==> src/rtl/timer_pkg.sv <==
// Shared constants for the multi-channel platform timer: CTRL bit layout,
// register select encodings and counting modes.
package timer_pkg;

   localparam int CTRL_W    = 3;
   localparam int CTRL_EN   = 0;
   localparam int CTRL_MODE = 1;
   localparam int CTRL_IE   = 2;

   typedef enum logic [1:0] {
      SEL_CTRL = 2'd0,
      SEL_CMP  = 2'd1,
      SEL_CNT  = 2'd2,
      SEL_RSVD = 2'd3
   } wr_sel_e;

   localparam logic MODE_PERIODIC = 1'b0;
   localparam logic MODE_ONESHOT  = 1'b1;

endpackage

==> src/rtl/timer_channel.sv <==
// One timer channel: counter, compare, CTRL and sticky pending flag.
// Register writes take priority over counting in the same cycle.
module timer_channel
   import timer_pkg::*;
#(
   parameter int WIDTH = 32
) (
   input  logic              clk,
   input  logic              reset,
   input  logic              tick_i,
   input  logic              wr_ctrl_i,
   input  logic              wr_cmp_i,
   input  logic              wr_cnt_i,
   input  logic [WIDTH-1:0]  wr_data_i,
   input  logic              irq_clr_i,
   output logic [WIDTH-1:0]  count_o,
   output logic [CTRL_W-1:0] ctrl_o,
   output logic              pending_o
);

   logic [WIDTH-1:0]  count_q, count_d;
   logic [WIDTH-1:0]  cmp_q, cmp_d;
   logic [CTRL_W-1:0] ctrl_q, ctrl_d;
   logic              pending_q, pending_d;

   always_comb begin
      count_d   = count_q;
      cmp_d     = cmp_q;
      ctrl_d    = ctrl_q;
      pending_d = pending_q;
      // Clear first so a match in the same cycle re-sets the flag.
      if (irq_clr_i) pending_d = 1'b0;
      if (wr_cnt_i) begin
         count_d = wr_data_i;
      end else if (wr_cmp_i) begin
         cmp_d = wr_data_i;
      end else if (wr_ctrl_i) begin
         ctrl_d = wr_data_i[CTRL_W-1:0];
      end else if (ctrl_q[CTRL_EN] && tick_i) begin
         if (count_q == cmp_q) begin
            pending_d = 1'b1;
            if (ctrl_q[CTRL_MODE] == MODE_ONESHOT) begin
               ctrl_d[CTRL_EN] = 1'b0;
            end else begin
               count_d = '0;
            end
         end else begin
            count_d = count_q + WIDTH'(1);
         end
      end
   end

   always_ff @(posedge clk) begin
      if (reset) begin
         count_q   <= '0;
         cmp_q     <= '1;
         ctrl_q    <= '0;
         pending_q <= 1'b0;
      end else begin
         count_q   <= count_d;
         cmp_q     <= cmp_d;
         ctrl_q    <= ctrl_d;
         pending_q <= pending_d;
      end
   end

   assign count_o   = count_q;
   assign ctrl_o    = ctrl_q;
   assign pending_o = pending_q;

endmodule

==> src/rtl/multi_timer.sv <==
// Platform timer: NUM_CH independent channels driven by one shared prescaler,
// with per-channel pending flags combined into a single registered irq.
module multi_timer
   import timer_pkg::*;
#(
   parameter int WIDTH      = 32,
   parameter int NUM_CH     = 4,
   parameter int PRESCALE_W = 8,
   localparam int CH_W      = (NUM_CH > 1) ? $clog2(NUM_CH) : 1
) (
   input  logic                     clk,
   input  logic                     reset,
   input  logic [PRESCALE_W-1:0]    prescale,
   input  logic                     wr_en,
   input  logic [CH_W-1:0]          wr_ch,
   input  logic [1:0]               wr_sel,
   input  logic [WIDTH-1:0]         wr_data,
   input  logic [NUM_CH-1:0]        irq_clr,
   output logic [NUM_CH*WIDTH-1:0]  count_o,
   output logic [NUM_CH-1:0]        pending_o,
   output logic [NUM_CH*CTRL_W-1:0] ctrl_o,
   output logic                     irq
);

   logic [PRESCALE_W-1:0] psc_q, psc_d;
   logic                  tick;
   logic [NUM_CH-1:0]     ie_vec;
   logic                  irq_q, irq_d;
   wr_sel_e               sel;

   // Equality only: a prescale lowered below psc makes psc wrap through all-ones.
   assign tick  = (psc_q == prescale);
   assign psc_d = tick ? '0 : psc_q + PRESCALE_W'(1);
   assign sel   = wr_sel_e'(wr_sel);

   genvar gi;
   generate
      for (gi = 0; gi < NUM_CH; gi++) begin : g_ch
         localparam logic [CH_W-1:0] CH_IDX = CH_W'(gi);
         logic              hit;
         logic [CTRL_W-1:0] ctrl_ch;

         assign hit = wr_en && (wr_ch == CH_IDX);

         timer_channel #(.WIDTH(WIDTH)) u_ch (
            .clk       (clk),
            .reset     (reset),
            .tick_i    (tick),
            .wr_ctrl_i (hit && (sel == SEL_CTRL)),
            .wr_cmp_i  (hit && (sel == SEL_CMP)),
            .wr_cnt_i  (hit && (sel == SEL_CNT)),
            .wr_data_i (wr_data),
            .irq_clr_i (irq_clr[gi]),
            .count_o   (count_o[gi*WIDTH +: WIDTH]),
            .ctrl_o    (ctrl_ch),
            .pending_o (pending_o[gi])
         );

         assign ctrl_o[gi*CTRL_W +: CTRL_W] = ctrl_ch;
         assign ie_vec[gi] = ctrl_ch[CTRL_IE];
      end
   endgenerate

   assign irq_d = |(pending_o & ie_vec);

   always_ff @(posedge clk) begin
      if (reset) begin
         psc_q <= '0;
         irq_q <= 1'b0;
      end else begin
         psc_q <= psc_d;
         irq_q <= irq_d;
      end
   end

   assign irq = irq_q;

endmodule

==> config.mk <==
export PLATFORM = sky130hd
export DESIGN_NAME = multi_timer
export DESIGN_NICKNAME = d
export VERILOG_FILES = /design/src/rtl/timer_pkg.sv /design/src/rtl/timer_channel.sv /design/src/rtl/multi_timer.sv
export SDC_FILE = /design/constraint.sdc
export NUM_CORES = 1
export LEC_CHECK = 0
export CAP_MARGIN = 0
export CORE_ASPECT_RATIO = 0.5
export CORE_MARGIN = 1
export CORE_UTILIZATION = 40
export DETAILED_ROUTE_END_ITERATION = 8
export MAX_ROUTING_LAYER = met4
export PLACE_DENSITY = 0.68
export SETUP_SLACK_MARGIN = 0.5
export SLEW_MARGIN = 15
export SYNTH_ARGS = -nofsm -noshare
export SYNTH_HDL_FRONTEND = slang
export SYNTH_SLANG_ARGS = --single-unit
==> constraint.sdc <==
create_clock -name clk -period 4.77 [get_ports clk]
set_input_delay 0.954 -clock clk [delete_from_list [all_inputs] [get_ports clk]]
set_output_delay 0.954 -clock clk [all_outputs]
set_load 0.005 [all_outputs]
Yosys cells after proc, flatten, opt, wreduce, memory -nomap -nowiden
Index checks and enable logic that the tools add are counted.

storage, ports and cells
  bits in registers = 281
  logic and storage cells = 178

operators by class
  add/subtract/negate cells = 5
  equal/unequal tests = 22
  muxes and demuxes = 64
  bitwise operators = 9
  reduce and logical (&&, ||, !) cells = 56

operators by type and width
  operator                 count
  $mux W32                 24
  $add A32 B1 Y32 const B  4
  $eq A32 B32 Y1           4
  $mux W1                  40
  $reduce_bool A2 Y1       16
  $logic_and A1 B1 Y1      20
  $reduce_and A5 Y1        4
  $ne A2 B2 Y1 const B     8
  $reduce_and A4 Y1        4
  $ne A3 B2 Y1 const B     4
  $reduce_and A3 Y1        4
  $add A8 B1 Y8 const B    1
  $eq A8 B8 Y1             1
  $not A1 Y1               8
  $reduce_and A2 Y1        4
  $eq A2 B2 Y1 const B     3
  $and A4 B4 Y4            1
  $eq A2 B1 Y1 const B     2
  $logic_not A2 Y1         2
  $reduce_or A4 Y1         1
  $reduce_or A2 Y1         1

Depth between registers and ports, before layout
Gate-level depths: netlist of run 1.

  depth in word-level cells = 6
  gate-level depth with buffers = 11
  mapped depth without buffers = 8

Cells and area by module
Synthesis of run 1 repeated with hierarchy kept, for this count alone.

second synthesis, totals
  cell total of the unflattened synthesis = 1905
  area total of the unflattened synthesis = 16397.0 um^2

by module, submodules not included
  module                            instances  cells each  area each (um^2)  sequential area each (um^2)
  timer_channel (g_ch[1].u_ch ...)  3          460         3943.8            1361.3
  timer_channel (g_ch[0].u_ch)      1          457         3968.8            1361.3
  multi_timer                       1          68          596.8             180.2

Worst setup path before layout of run 1
OpenSTA, ideal clock, no wires.

  kind = input to register
  start point = input port prescale[5]
  end point = register g_ch[3].u_ch.count_q[2]
  setup time = 117 ps
  arrival time = 2516 ps
  required time = 4653 ps
  path slack = 2136 ps
  stages on the path = 9
  path buffers = 2
  cells stage by stage = xor2_1 nor4_1 and2_1 buf_2 a31oi_1 a31oi_1 buf_2 o21ai_0 a32o_1

between the ends
  word-level cells in the longest chain between the ends = 4

ends and longest elaborated chain
  element                              line                 source
  start, declared                      multi_timer.sv:13    input logic [PRESCALE_W-1:0] prescale,
  $eq A8 B8 Y1                         multi_timer.sv:32    assign tick = (psc_q == prescale);
  $logic_and A1 B1 Y1                  timer_channel.sv:39  end else if (ctrl_q[CTRL_EN] && tick_i) begin
  $reduce_bool A2 Y1 (no source line)  -
  $reduce_and A4 Y1 (no source line)   -
  end signal, assigned                 timer_channel.sv:60  count_q <= count_d;
  end, declared                        timer_channel.sv:21  logic [WIDTH-1:0] count_q, count_d;

No other way between the ends.
A chain may end at the register's enable or synchronous reset.

Final worst setup path of run 1
  start point = input port prescale[5]
  end point = register g_ch[3].u_ch.count_q[21]

Same word-level chain as after synthesis.

==> summary.txt, run 1 <==
Synth
  – Cell taking the most area after synthesis: dfxtp_1
  – Commonest register cell after synthesis: dfxtp_1
  – Yosys top cell area share: 36.5%
  – Sequential element share of the synthesized area: around 36%
  – Netlist cell types: 74
  – Post-Syn Area: 0.0154 mm2
  – Mapped Cells: slightly above 2,000
  – Post-Syn Nets: approximately 2,100
  – Leading post-synthesis cells by cell area: dfxtp_1 (36%), nand2_1 (10%), xor2_1 (6.4%)
  – Ys async rst share: 0%
  – Synthesized area per cell: around 7.7 um2
  – #FFs+latches synth: between 200 and 300
  – Post-synth EDFFs: 0
  – Yosys warns: 0

Detailed routing
  – DR WL/cell: 21.0 um
  – Total number of vias: approximately 16,000
  – Antenna Nets Post-Route: 0
  – DRC viols: 0
  – Vias per Instance: 5.88
  – Drt first pass iters: 7
  – Initial drt markers: approximately 1,500
  – Routed wire length: about 55 mm

Place
  – Port bufs: between 150 and 200
  – Dpl cell area: 0.0175 mm2
  – Placed Cells: between 2,000 and 3,000
  – DP HPWL: 36.2 mm
  – GPL Wtd Cong: approximately 0.9

Timing
  – Setup TNS: 0 ns
  – Max-slew headroom: around 22%
  – Unrepaired setup endpoints after global routing: false
  – # setup viols final: 0
  – Clock skew: approximately 0.014 ns
  – Max Freq: approximately 0.27 GHz
  – Tcrit/Tclk final: between 70% and 80%
  – Worst Tran Pin Value: approximately 1.2 ns
  – Final Hold Viols: 0
  – Minimum clock period: ~3.7 ns
  – Fin. max-slew vios: 0

Run status
  – Status: finished, final reports clean

Power and ir drop
  – Internal power: around 3.9 mW
  – Leakage power: ~6.4 nW
  – Switch share: between 20% and 30%
  – Clock power frac: between 40% and 50%
  – Pwr dens: around 280 mW/mm2
  – VDD IR max: 0.275 mV
  – Comb pwr share: 7.6%
  – Final total power: a little over 5 mW
  – Part of the power in registers: approximately 47%
  – Net switching power: between 1 and 1.5 mW

Job
  – Max Cap Violations: 0

Global route
  – Largest net degree at the start of global routing: between 100 and 150
  – Total track usage: 27.9%
  – Global-route wire length before repair: between 80 and 90 mm
  – Initial antenna violation count: 1
  – Number of global-route vias before repair: approximately 14,000
  – GR Overflow Total: 0

Clock network
  – Worst skew pair latency: ~0.56 ns
  – CTS Hold Buffers Added: 0
  – Post-CTS setup buffers: 0
  – CTS clk-pin slew, worst paths: about 0.070 ns
  – H-tree levels: 1
  – CTS tree: done
  – Post-CTS Resized: 0
  – Maximum clock insertion buffer count: 3
  – CTS sink count: ~280
  – CTS root buffer: clkbuf_16
  – Cts bufs inserted: 28

Finish
  – Final Util: 49.0%
  – Final Cell Area: approximately 0.018 mm2
  – Commonest non-fill, non-tap cell in the layout: nand2_1
  – Area grow syn2layout: 19.7%
  – Fin nets: between 2,000 and 2,500
  – Area of the multi-input gates: roughly 0.009 mm2
  – Fillers: 3,681
  – Final cell count without fillers: 2,638
  – FF/Latch Area: between 0.005 and 0.006 mm2
  – Commonest non-fill, non-tap cells in the layout: nand2_1 (413), dfxtp_1 (281), clkdlybuf4s50_1 (194), a21oi_1 (128), nor2_1 (117)
  – Share of layout cells above drive strength 1: around 5.2%

Worst hold path
  – WHS Path Cells: 2
  – Hold Crit Start: g_ch[0].u_ch.cmp_q[23]
  – Hold worst-path end: g_ch[0].u_ch.cmp_q[23]
  – Hold WC Path Type: flop to flop

Critical path
  – WS Path Type: input port to flop
  – Startpoint Class: input port
  – Worst r2r dst: g_ch[3].u_ch.count_o[21]
  – Critical path's slowest cell: nor4_1
  – CP max FO: 42
  – Critical Path AT: ~4.2 ns
  – Crit path capture type: flop
  – Crit path launch: prescale[5]
  – Cell Chain, Critical Path: clkdlybuf4s50_1 > xor2_1 > nor4_1 > and2_1 > a31oi_1 > a31o_2 > or2_2 > a21oi_1
  – R2r worst-path depth: 7
  – Reg2reg setup slack: approximately 1.5 ns
  – Required time worst endpoint: 5.26 ns
  – Worst R2R Start: psc_q[5]
  – CP max stage delay: roughly 0.98 ns

Floorplanning
  – Die extent in x: 280 um
  – Starting Density: 41.0%
  – Core footprint: roughly 0.038 mm2
  – Die area: 0.0394 mm2
  – Cell Rows: 50
  – Die height: 141 um
  – Number of top-level design ports: 196
[metal layers]
metal	vias up	track usage, %	part of all wire [%]
met5	-	-	0
li1	7241	-	-
met1	7419	36.2	43
met3	174	4.76	7.5
met4	0	12.0	4.6
met2	682	42.8	45
[cell type report]
cell class / instances / share of cell area [%]
well taps: 520 / 3.52
flip-flops and latches: 281 / 30.5
inverters: 30 / 0.610
clock buffers: 45 / 4.69
diodes: 1 / 0.0136
multi-input cells: 1532 / 48.5
repair buffers: 223 / 11.7
clock inverters: 6 / 0.434
[cells in the mapped netlist (28+ instances only)]
cell type  count
nand2_1      415
dfxtp_1      281
a21oi_1      129
nor2_1       120
xor2_1       113
clkbuf_1     104
nand3_1       91
nand3b_1      88
o21ai_0       58
nor3_1        57
xnor2_1       49
buf_2         43
nor4_1        41
nand4_1       39
o32ai_1       29
a221oi_1      28
inv_1         28
[kinds of logic after synthesis]
logic type | count (synthesis) | share of synthesized area [%]
AND/OR/NAND/NOR | 970 | 31.1
AO/OA/AOI/OAI | 389 | 16.8
flip-flops | 281 | 36.5
buffers and inverters | 202 | 5.60
XOR/XNOR | 162 | 9.20
multiplexers | 6 | 0.389
adder cells (fa/ha/maj) | 5 | 0.406
[worst max-delay path: cells and delay by family]
| kind | cells | cell delay [ns] |
|---|---|---|
| compound gates | 3 | 0.82 |
| simple gates | 3 | 1.87 |
| buf+inv | 1 | 0.41 |
| xor+xnor | 1 | 0.14 |
[registers in the layout (all words and copies together) (netlist names)]
register and count:
psc_q 8, g_ch.u_ch.ctrl_o 12, irq 1, g_ch.u_ch.cmp_q 128, g_ch.u_ch.pending_o 4, g_ch.u_ch.count_o 128
[power groups by stage]
stage / Sequential, mW / Clock (mW) / Combinational [mW]
final: 2.43 / 2.32 / 0.389
after global routing: 2.43 / 2.45 / 0.412
after CTS: 2.43 / 2.34 / 0.380
after detailed placement: 2.48 / 0 / 0.379
after global placement: 2.48 / 0 / 0.376
after floorplan: 2.47 / 0 / 0.214
[how the worst max path moves through the flow]
stage | slack (ns) | cells after the start | endpoint
finish | 1.05 | 8 | g_ch[3].u_ch.count_o[21]
global route | 1.00 | 8 | g_ch[3].u_ch.count_o[21]
CTS | 1.18 | 8 | g_ch[3].u_ch.count_o[21]
detailed placement | 0.60 | 8 | g_ch[3].u_ch.count_o[21]
global placement | 0.64 | 8 | g_ch[3].u_ch.count_o[21]
floorplan | 2.14 | 9 | g_ch[3].u_ch.count_o[2]
[through the flow]
step | hold slack [ns] | setup slack, ns
final | 0.481 | 1.05
after global routing | 0.490 | 1.00
after CTS | 0.482 | 1.18
after detailed placement | 0.473 | 0.601
after global placement | 0.467 | 0.643
after floorplan | 0.447 | 2.14
Note: power is estimated with default switching activity, not from simulation.
==> run 2, diff against run 1 <==
- clock period: 4.77 -> 3.75 ns (I/O delays scaled with it)
==> run 2 against run 1 <==
Design area rose by 0.91%. Register-to-register slack got worse by 0.75 ns. Critical path depth fell by 1. Combinational power rose by 29%. Non-clock buffer count rose by 13. Global-route usage rose by 0.20 points. Clock skew fell by 0.0010 ns. Sequential share of layout area fell by 0.28 points. Wire length rose by 0.80%. Total power rose by 28%. Sequential cell count did not move. Die area did not move. Critical endpoint is now g_ch[3].u_ch.count_o[5]. Largest cell class unchanged. Highest routed layer unchanged.
==> summary.txt, run 2 (synthesis results as in run 1) <==
Worst hold path
  – Hold WC Path Type: flop to flop

Power and ir drop
  – VDD IR max: 0.190 mV
  – Pwr dens: around 350 mW/mm2
  – Final total power: between 6 and 7 mW
  – Leakage power: 6.49 nW

Timing
  – Fin. max-slew vios: 0
  – Worst Tran Pin Value: 1.06 ns
  – Max Freq: around 0.33 GHz
  – Clock skew: approximately 0.013 ns
  – Unrepaired setup endpoints after global routing: false
  – Tcrit/Tclk final: about four fifths
  – Max-slew headroom: between 20% and 30%
  – Worst hold slack: 0.481 ns
  – Minimum clock period: 3.02 ns
  – # setup viols final: 0
  – Setup TNS: 0 ns
  – Final Hold Viols: 0

Critical path
  – CP max stage delay: ~0.8 ns
  – Required time worst endpoint: 4.24 ns
  – WS Path Type: flop to flop
  – Startpoint Class: flop
  – Cell Chain, Critical Path: xnor2_1 > nand4_1 > nor4_1 > and2_1 > a31o_2 > o21ai_0 > a21oi_1
  – Critical path's slowest cell: a31o_2
  – Critical Path AT: approximately 3.5 ns
  – Crit path capture type: flop
  – CP max FO: 42

Floorplanning
  – Number of top-level design ports: 196
  – Starting Density: about two fifths
  – Die area: 0.0394 mm2
  – Die extent in x: ~280 um
  – Core footprint: around 0.038 mm2
  – Die height: 141 um
  – Cell Rows: 50

Global route
  – Initial antenna violation count: 3
  – GR Overflow Total: 0
  – Number of global-route vias before repair: 13,900
  – Largest net degree at the start of global routing: approximately 250
  – Global-route wire length before repair: around 84 mm
  – Total track usage: 28.1%

Clock network
  – Post-CTS Resized: 0
  – CTS sink count: 281
  – CTS clk-pin slew, worst paths: roughly 0.070 ns
  – H-tree levels: 1
  – Worst skew pair latency: between 0.5 and 0.6 ns
  – Cts bufs inserted: 28
  – CTS tree: done
  – Post-CTS setup buffers: 0
  – Maximum clock insertion buffer count: 3
  – CTS Hold Buffers Added: 0
  – CTS root buffer: clkbuf_16

Job
  – Max Cap Violations: 0

Detailed routing
  – Drt first pass iters: 6
  – Total number of vias: 15,500
  – Antenna Nets Post-Route: 0
  – Routed wire length: roughly 56 mm
  – Vias per Instance: just under 6
  – DRC viols: 0
  – Initial drt markers: between 1,500 and 2,000
  – DR WL/cell: approximately 21 um

Place
  – GPL Wtd Cong: just over 0.9
  – DP HPWL: around 37 mm
  – Port bufs: approximately 200

Finish
  – Commonest non-fill, non-tap cell in the layout: nand2_1
  – Area grow syn2layout: 20.8%
  – Fin nets: about 2,200
  – Share of layout cells above drive strength 1: between 6 and 7%
  – Commonest non-fill, non-tap cells in the layout: nand2_1 (415), dfxtp_1 (281), clkdlybuf4s50_1 (194), a21oi_1 (128), nor2_1 (117)

Run status
  – Status: finished, final reports clean
==> run 2: stage by stage <==
| stage | instance area (um2) | std cells | setup slack (ns) | util (%) |
|---|---|---|---|---|
| 5_1_grt | 18600 | 2653 | 0.507 | 49.5 |
| 6_report | 18600 | 2653 | 0.732 | 49.5 |
| 3_3_place_gp | 17600 | 2599 | 0.379 | 46.8 |
| 3_5_place_dp | 17600 | 2599 | 0.272 | 46.8 |
| 2_1_floorplan | 15400 | 2015 | 1.32 | - |
| 4_1_cts | 18600 | 2651 | 0.698 | 49.4 |
==> run 2: final cells by class <==
cell class | instances | area [um2]
fillers | 3620 | 19000
multi-input cells | 1532 | 8970
flip-flops and latches | 281 | 5630
repair buffers | 236 | 2300
clock buffers | 36 | 791
well taps | 520 | 651
clock inverters | 16 | 175
inverters | 30 | 113
diodes | 2 | 5.00
==> run 2: critical path, delay by kind of cell, from the launching register on <==
kind / cells / cell delay (ns)
XOR/XNOR: 1 / 0.16
AND/OR/NAND/NOR: 3 / 1.05
flip-flops: 1 / 0.53
AO/OA/AOI/OAI: 3 / 1.17
==> run 2: final timing paths <==
path | startpoint | to | slack [ns] | cells past startpoint
worst max-delay path | g_ch[3].u_ch.count_o[9] | g_ch[3].u_ch.count_o[5] | 0.73 | 7
worst min-delay path | g_ch[0].u_ch.cmp_q[28] | g_ch[0].u_ch.cmp_q[28] | 0.48 | 2
worst max register to register | g_ch[3].u_ch.count_o[9] | g_ch[3].u_ch.count_o[5] | 0.73 | 7
worst min register to register | g_ch[0].u_ch.cmp_q[28] | g_ch[0].u_ch.cmp_q[28] | 0.48 | 2
==> run 2: power breakdown <==
| group | switching, mW | internal (mW) |
|---|---|---|
| Combinational | 0.316 | 0.184 |
| Clock | 1.31 | 1.70 |
| Sequential | 0.0570 | 3.03 |
| Total | 1.68 | 4.92 |
==> run 2: layer usage <==
layer	vias to the layer above	GRT usage, %	wire (um)
met4	0	9.92	2080
met5	-	-	0
met2	660	44.6	26000
met1	7439	36.4	23500
met3	129	4.16	4230
li1	7294	-	-
==> RTL change 1 (flow settings as in run 2) <==
The output `irq` loses its register stage (`irq_q` becomes a continuous assignment).
--- a/src/rtl/multi_timer.sv
+++ b/src/rtl/multi_timer.sv
@@ -66,12 +66,12 @@
    always_ff @(posedge clk) begin
       if (reset) begin
          psc_q <= '0;
-         irq_q <= 1'b0;
       end else begin
          psc_q <= psc_d;
-         irq_q <= irq_d;
       end
    end
+
+   assign irq_q = irq_d;
 
    assign irq = irq_q;
 
Formal check against the unedited RTL: not equivalent (Yosys sat finds a counterexample within 4 cycles, from zero or initial values and one cycle with reset high).
==> RTL change 1 against run 2 <==
  * Setup slack worse by 0.094 ns
  * Synthesized area up 5.6%
  * Via count grew 11%
  * Power increased by 1.7%
  * Sequential share of layout area is 1.4 points lower
  * Wire length grew 16%
  * Critical path depth stayed put
  * Non-clock buffer count up 36
  * Sequential cell count fell by 1
  * Clock power shrank 7.0%
  * Final area rose by 4.7%
==> RTL change 1: results (changes against run 2) <==
Layout non-clock buf frac 12.96% (was 12.34%); seq_cells 280 (was 281); Worst VDD drop 0.0002785 V (was 0.0001896 V); Final clock-cell share 4.453% (was 5.184%); Non-clk invs 40 (was 30); Post-Route M1 WL 26,270 microns (was 23,540 microns); Fin Hold WS 0.4768 ns (was 0.4813 ns); hold wc startpoint g_ch[0].u_ch.cmp_q[16] (was g_ch[0].u_ch.cmp_q[28]); synth unique cells 94 (was 74); pre-CTS setup slack 0.3875 ns (was 0.2724 ns); Clock Skews 0.01510 ns (was 0.01303 ns); Pwr Density 344.2 nW/um^2 (was 354.1 nW/um^2); fill count 3,803 (was 3,620); multi-input gates 1,583 (was 1,532); vias in the first global route 15,073 (was 13,920); sequential area share after synthesis 34.42% (was 36.48%); fin nets 2,260 (was 2,165); met3 WL 7917 microns (was 4225 microns); Leak Pwr 6.979 nW (was 6.493 nW); hold endpoint g_ch[0].u_ch.cmp_q[16] (was g_ch[0].u_ch.cmp_q[28]); Placer Congestion 0.9959 (was 0.9241); Crit path largest cell delay 0.72 ns (was 0.78 ns); fraction of standard cell area that is sequential 28.75% (was 30.19%); status finished clean (unchanged); RR Startpoint g_ch[2].u_ch.count_o[24] (was g_ch[3].u_ch.count_o[9]); Non-clk bufs 272 (was 236); post-detailed-routing wire length 64,480 microns (was 55,800 microns); multi-input logic portion of the cell area 49.63% (was 48.17%); met1 usage 40.27% (was 36.40%); CP arrival 3.52 ns (was 3.51 ns); critical path's slowest cell nor4_1 (was a31o_2); placed cell area 18,620 sq um (was 17,640 sq um); Post-Syn Nets 2,151 (was 2,071); share of cells above drive strength 1 7.959% (was 6.007%); number of cell rows 51 (was 50); post-synthesis mux area share 0.2535% (was 0.3894%); Synth Area in Adders 0.3841% (was 0.4056%); Post-Layout Cell Count 2,755 (was 2,653); crit path capture g_ch[2].u_ch.count_o[7] (was g_ch[3].u_ch.count_o[5]); top post-synthesis cells by area dfxtp_1, nand2_1, xnor2_1 (was dfxtp_1, nand2_1, xor2_1)
-- RTL change 1: cell types whose count changed in the layout (fill, tap and decap cells not counted), sizes merged, moves of 22 or more --
cell / run 2 / this run
xnor2: 49 / 116
nand3: 92 / 193
a22oi: 14 / 65
nand4: 39 / 62
o211ai: 4 / 30
o21ai: 65 / 40
nand2: 415 / 378
buf: 42 / 78
nand3b: 88 / 4
xor2: 113 / 40
a221oi: 29 / 7
a21oi: 129 / 60
-- RTL change 1: worst max-delay path: cells and delay by family, from the launching register on --
kind | cells | cell delay, ns
simple gates | 3 | 1.38
compound gates | 2 | 0.56
flops | 1 | 0.52
buf+inv | 1 | 0.30
xor+xnor | 1 | 0.18
-- RTL change 1: report_power, final --
| group | internal (mW) | switching, mW | total [mW] |
|---|---|---|---|
| Sequential | 3.05 | 0.139 | 3.19 |
| Clock | 1.54 | 1.26 | 2.80 |
| Combinational | 0.303 | 0.414 | 0.716 |
==> RTL change 2 (settings of run 2) <==
Made on the original files. Set the parameter `PRESCALE_W` to 10 (it was 8).
--- a/src/rtl/multi_timer.sv
+++ b/src/rtl/multi_timer.sv
@@ -5,7 +5,7 @@
 #(
    parameter int WIDTH      = 32,
    parameter int NUM_CH     = 4,
-   parameter int PRESCALE_W = 8,
+   parameter int PRESCALE_W = 10,
    localparam int CH_W      = (NUM_CH > 1) ? $clog2(NUM_CH) : 1
 ) (
    input  logic                     clk,
Interface: changed (resized prescale); port bits go from 196 to 198. The function was not compared with the original's and may differ.
==> RTL change 2 against run 2 <==
  * Power is 2.7% lower
  * Sequential cell count grew 2
  * Maximum frequency fell by 1.1%
  * Wire length decreased by 2.4%
  * Global-route usage shrank 1.4 points
  * Setup slack got worse by 0.034 ns
  * Synthesized area up 2.5%
  * Final area up 2.1%
  * Largest cell class unchanged
==> RTL change 2: results (changes against run 2) <==
CTS resizes 0 (unchanged); Syn. warnings 0 (unchanged); met1 usage 33.67% (was 36.40%); all-layer global routing usage 26.67% (was 28.07%); drt initial violations 1,619 (was 1,627); Syn Area/Cell 8.234 sq um (was 7.654 sq um); global-route wire length before repair 81,820 microns (was 84,350 microns); share of cells above drive strength 1 8.745% (was 6.007%); fin nets 2,088 (was 2,165); r2r setup slk 0.70 ns (was 0.73 ns); M3 GR Usage 6.186% (was 4.160%); Post-synth ARST share 0% (unchanged); sequential area share after synthesis 35.84% (was 36.48%); H-tree depth 1 (unchanged); pre-CTS setup slack 0.2623 ns (was 0.2724 ns); Worst VDD drop 0.0003476 V (was 0.0001896 V); CTS Buf Count 29 (was 28); Worst-path clk slew 0.07 ns (about the same); Leak Pwr 6.258 nW (was 6.493 nW); synth unique cells 82 (was 74); routed vias 14,944 (was 15,522); top post-synthesis cells by area dfxtp_1, nand2_1, mux2i_1 (was dfxtp_1, nand2_1, xor2_1); Placer Congestion 0.9221 (was 0.9241); Post-Syn Nets 1,978 (was 2,071); Final setup viols 0 (unchanged); critical path's slowest cell nor4_1 (was a31o_2); port bufs 197 (was 195); fin crit share 81.38% (was 80.48%); CTS root buf clkbuf_16 (unchanged); top cells by count, synth nand2_1, dfxtp_1, nor2_1 (was nand2_1, dfxtp_1, a21oi_1); vias in the first global route 13,467 (was 13,920); ys flop type dfxtp_1 (unchanged); Slew HR 26.51% (was 29.10%); Bufs on Longest Clock Path 3 (unchanged); Worst-Skew Late Latency 0.58 ns; HPWL Detailed 36,460 microns (was 36,650 microns); placed cell area 18,110 sq um (was 17,640 sq um); postcts setup bufs 0 (unchanged); status finished clean (unchanged); Max FO, Critical Path 27 (was 42); initial antenna violation count 0 (was 3); Crit path largest cell delay 0.69 ns (was 0.78 ns); post-detailed-routing wire length 54,460 microns (was 55,800 microns); Clock Skews 0.03217 ns (was 0.01303 ns); largest net degree at the start of global routing 128 (was 246); M2 GR Usage 42.04% (was 44.56%); Post-Layout Cell Count 2,578 (was 2,653); total iterations of the first detailed-routing run 6 (unchanged); CP arrival 3.54 ns (was 3.51 ns); worst hold path type flip-flop to flip-flop (unchanged); Inst Count DP 2,529 (was 2,599)
[RTL change 2: cell count changes in the layout (fill, tap and decap cells not counted), moves of 15 or more]
cell,before,now
a221oi_1,28,10
nor2b_1,20,5
mux2i_1,6,100
nand3b_1,88,2
nand2_1,415,335
o32ai_2,0,21
xor2_1,113,85
a22oi_1,14,47
xnor2_1,49,83
a21oi_1,128,111
[RTL change 2: critical path, delay by kind of cell (launching register included)]
kind | cells | cell delay [ns]
and+or+nand+nor | 3 | 1.10
xor gates and xnor gates | 1 | 0.17
buffers and inverters | 1 | 0.29
AOI/OAI and AO/OA | 3 | 0.88
DFF | 1 | 0.51
[RTL change 2: worst paths after layout]
check,start,end,cells past startpoint
setup / recovery,g_ch[2].u_ch.count_o[5],g_ch[2].u_ch.count_o[28],8
hold / removal,g_ch[0].u_ch.cmp_q[22],g_ch[0].u_ch.cmp_q[22],2
setup reg to reg,g_ch[2].u_ch.count_o[5],g_ch[2].u_ch.count_o[28],8
hold reg to reg,g_ch[0].u_ch.cmp_q[22],g_ch[0].u_ch.cmp_q[22],2
[RTL change 2: layout make-up]
class | count | area [sq um]
Fill cell | 3720 | 19910
Multi-Input combinational cell | 1451 | 9295
Sequential cell | 283 | 5665
Timing Repair Buffer | 242 | 2395
Clock buffer | 42 | 844.6
Tap cell | 530 | 663.1
Inverter | 23 | 91.34
Clock inverter | 6 | 62.56
Antenna cell | 1 | 2.502
[RTL change 2: through the flow]
step / total power [mW] / utilization [%] / hold WS [ns]
floorplan: 3.377 / - / 0.4473
global placement: 3.595 / 46.53 / 0.4662
detailed placement: 3.598 / 46.53 / 0.4729
CTS: 6.442 / 48.86 / 0.4825
global route: 6.607 / 48.86 / 0.4951
finish: 6.416 / 48.86 / 0.4790
[RTL change 2: metal layers]
layer / vias up / share of wire (%)
met2: 606 / 46
li1: 7054 / -
met3: 101 / 8.5
met4: 0 / 3.3
met5: - / 0
met1: 7183 / 43
[RTL change 2: power by group]
part | internal [mW] | switching, mW
clock network | 1.62 | 1.26
logic | 0.159 | 0.304
registers | 3.04 | 0.0373
total | 4.81 | 1.60
[RTL change 2: cells by family (layout without fill, tap and decap cells)]
logic type	count (synthesis)	in the layout	synth area share (%)
flip-flops	283	283	35.84
adder cells (fa/ha/maj)	5	5	0.3957
AND/OR/NAND/NOR	780	780	23.74
multiplexers	100	100	6.332
XOR/XNOR	168	168	9.307
buffers and inverters	186	313	5.778
other	0	1	0
AO/OA/AOI/OAI	398	398	18.61
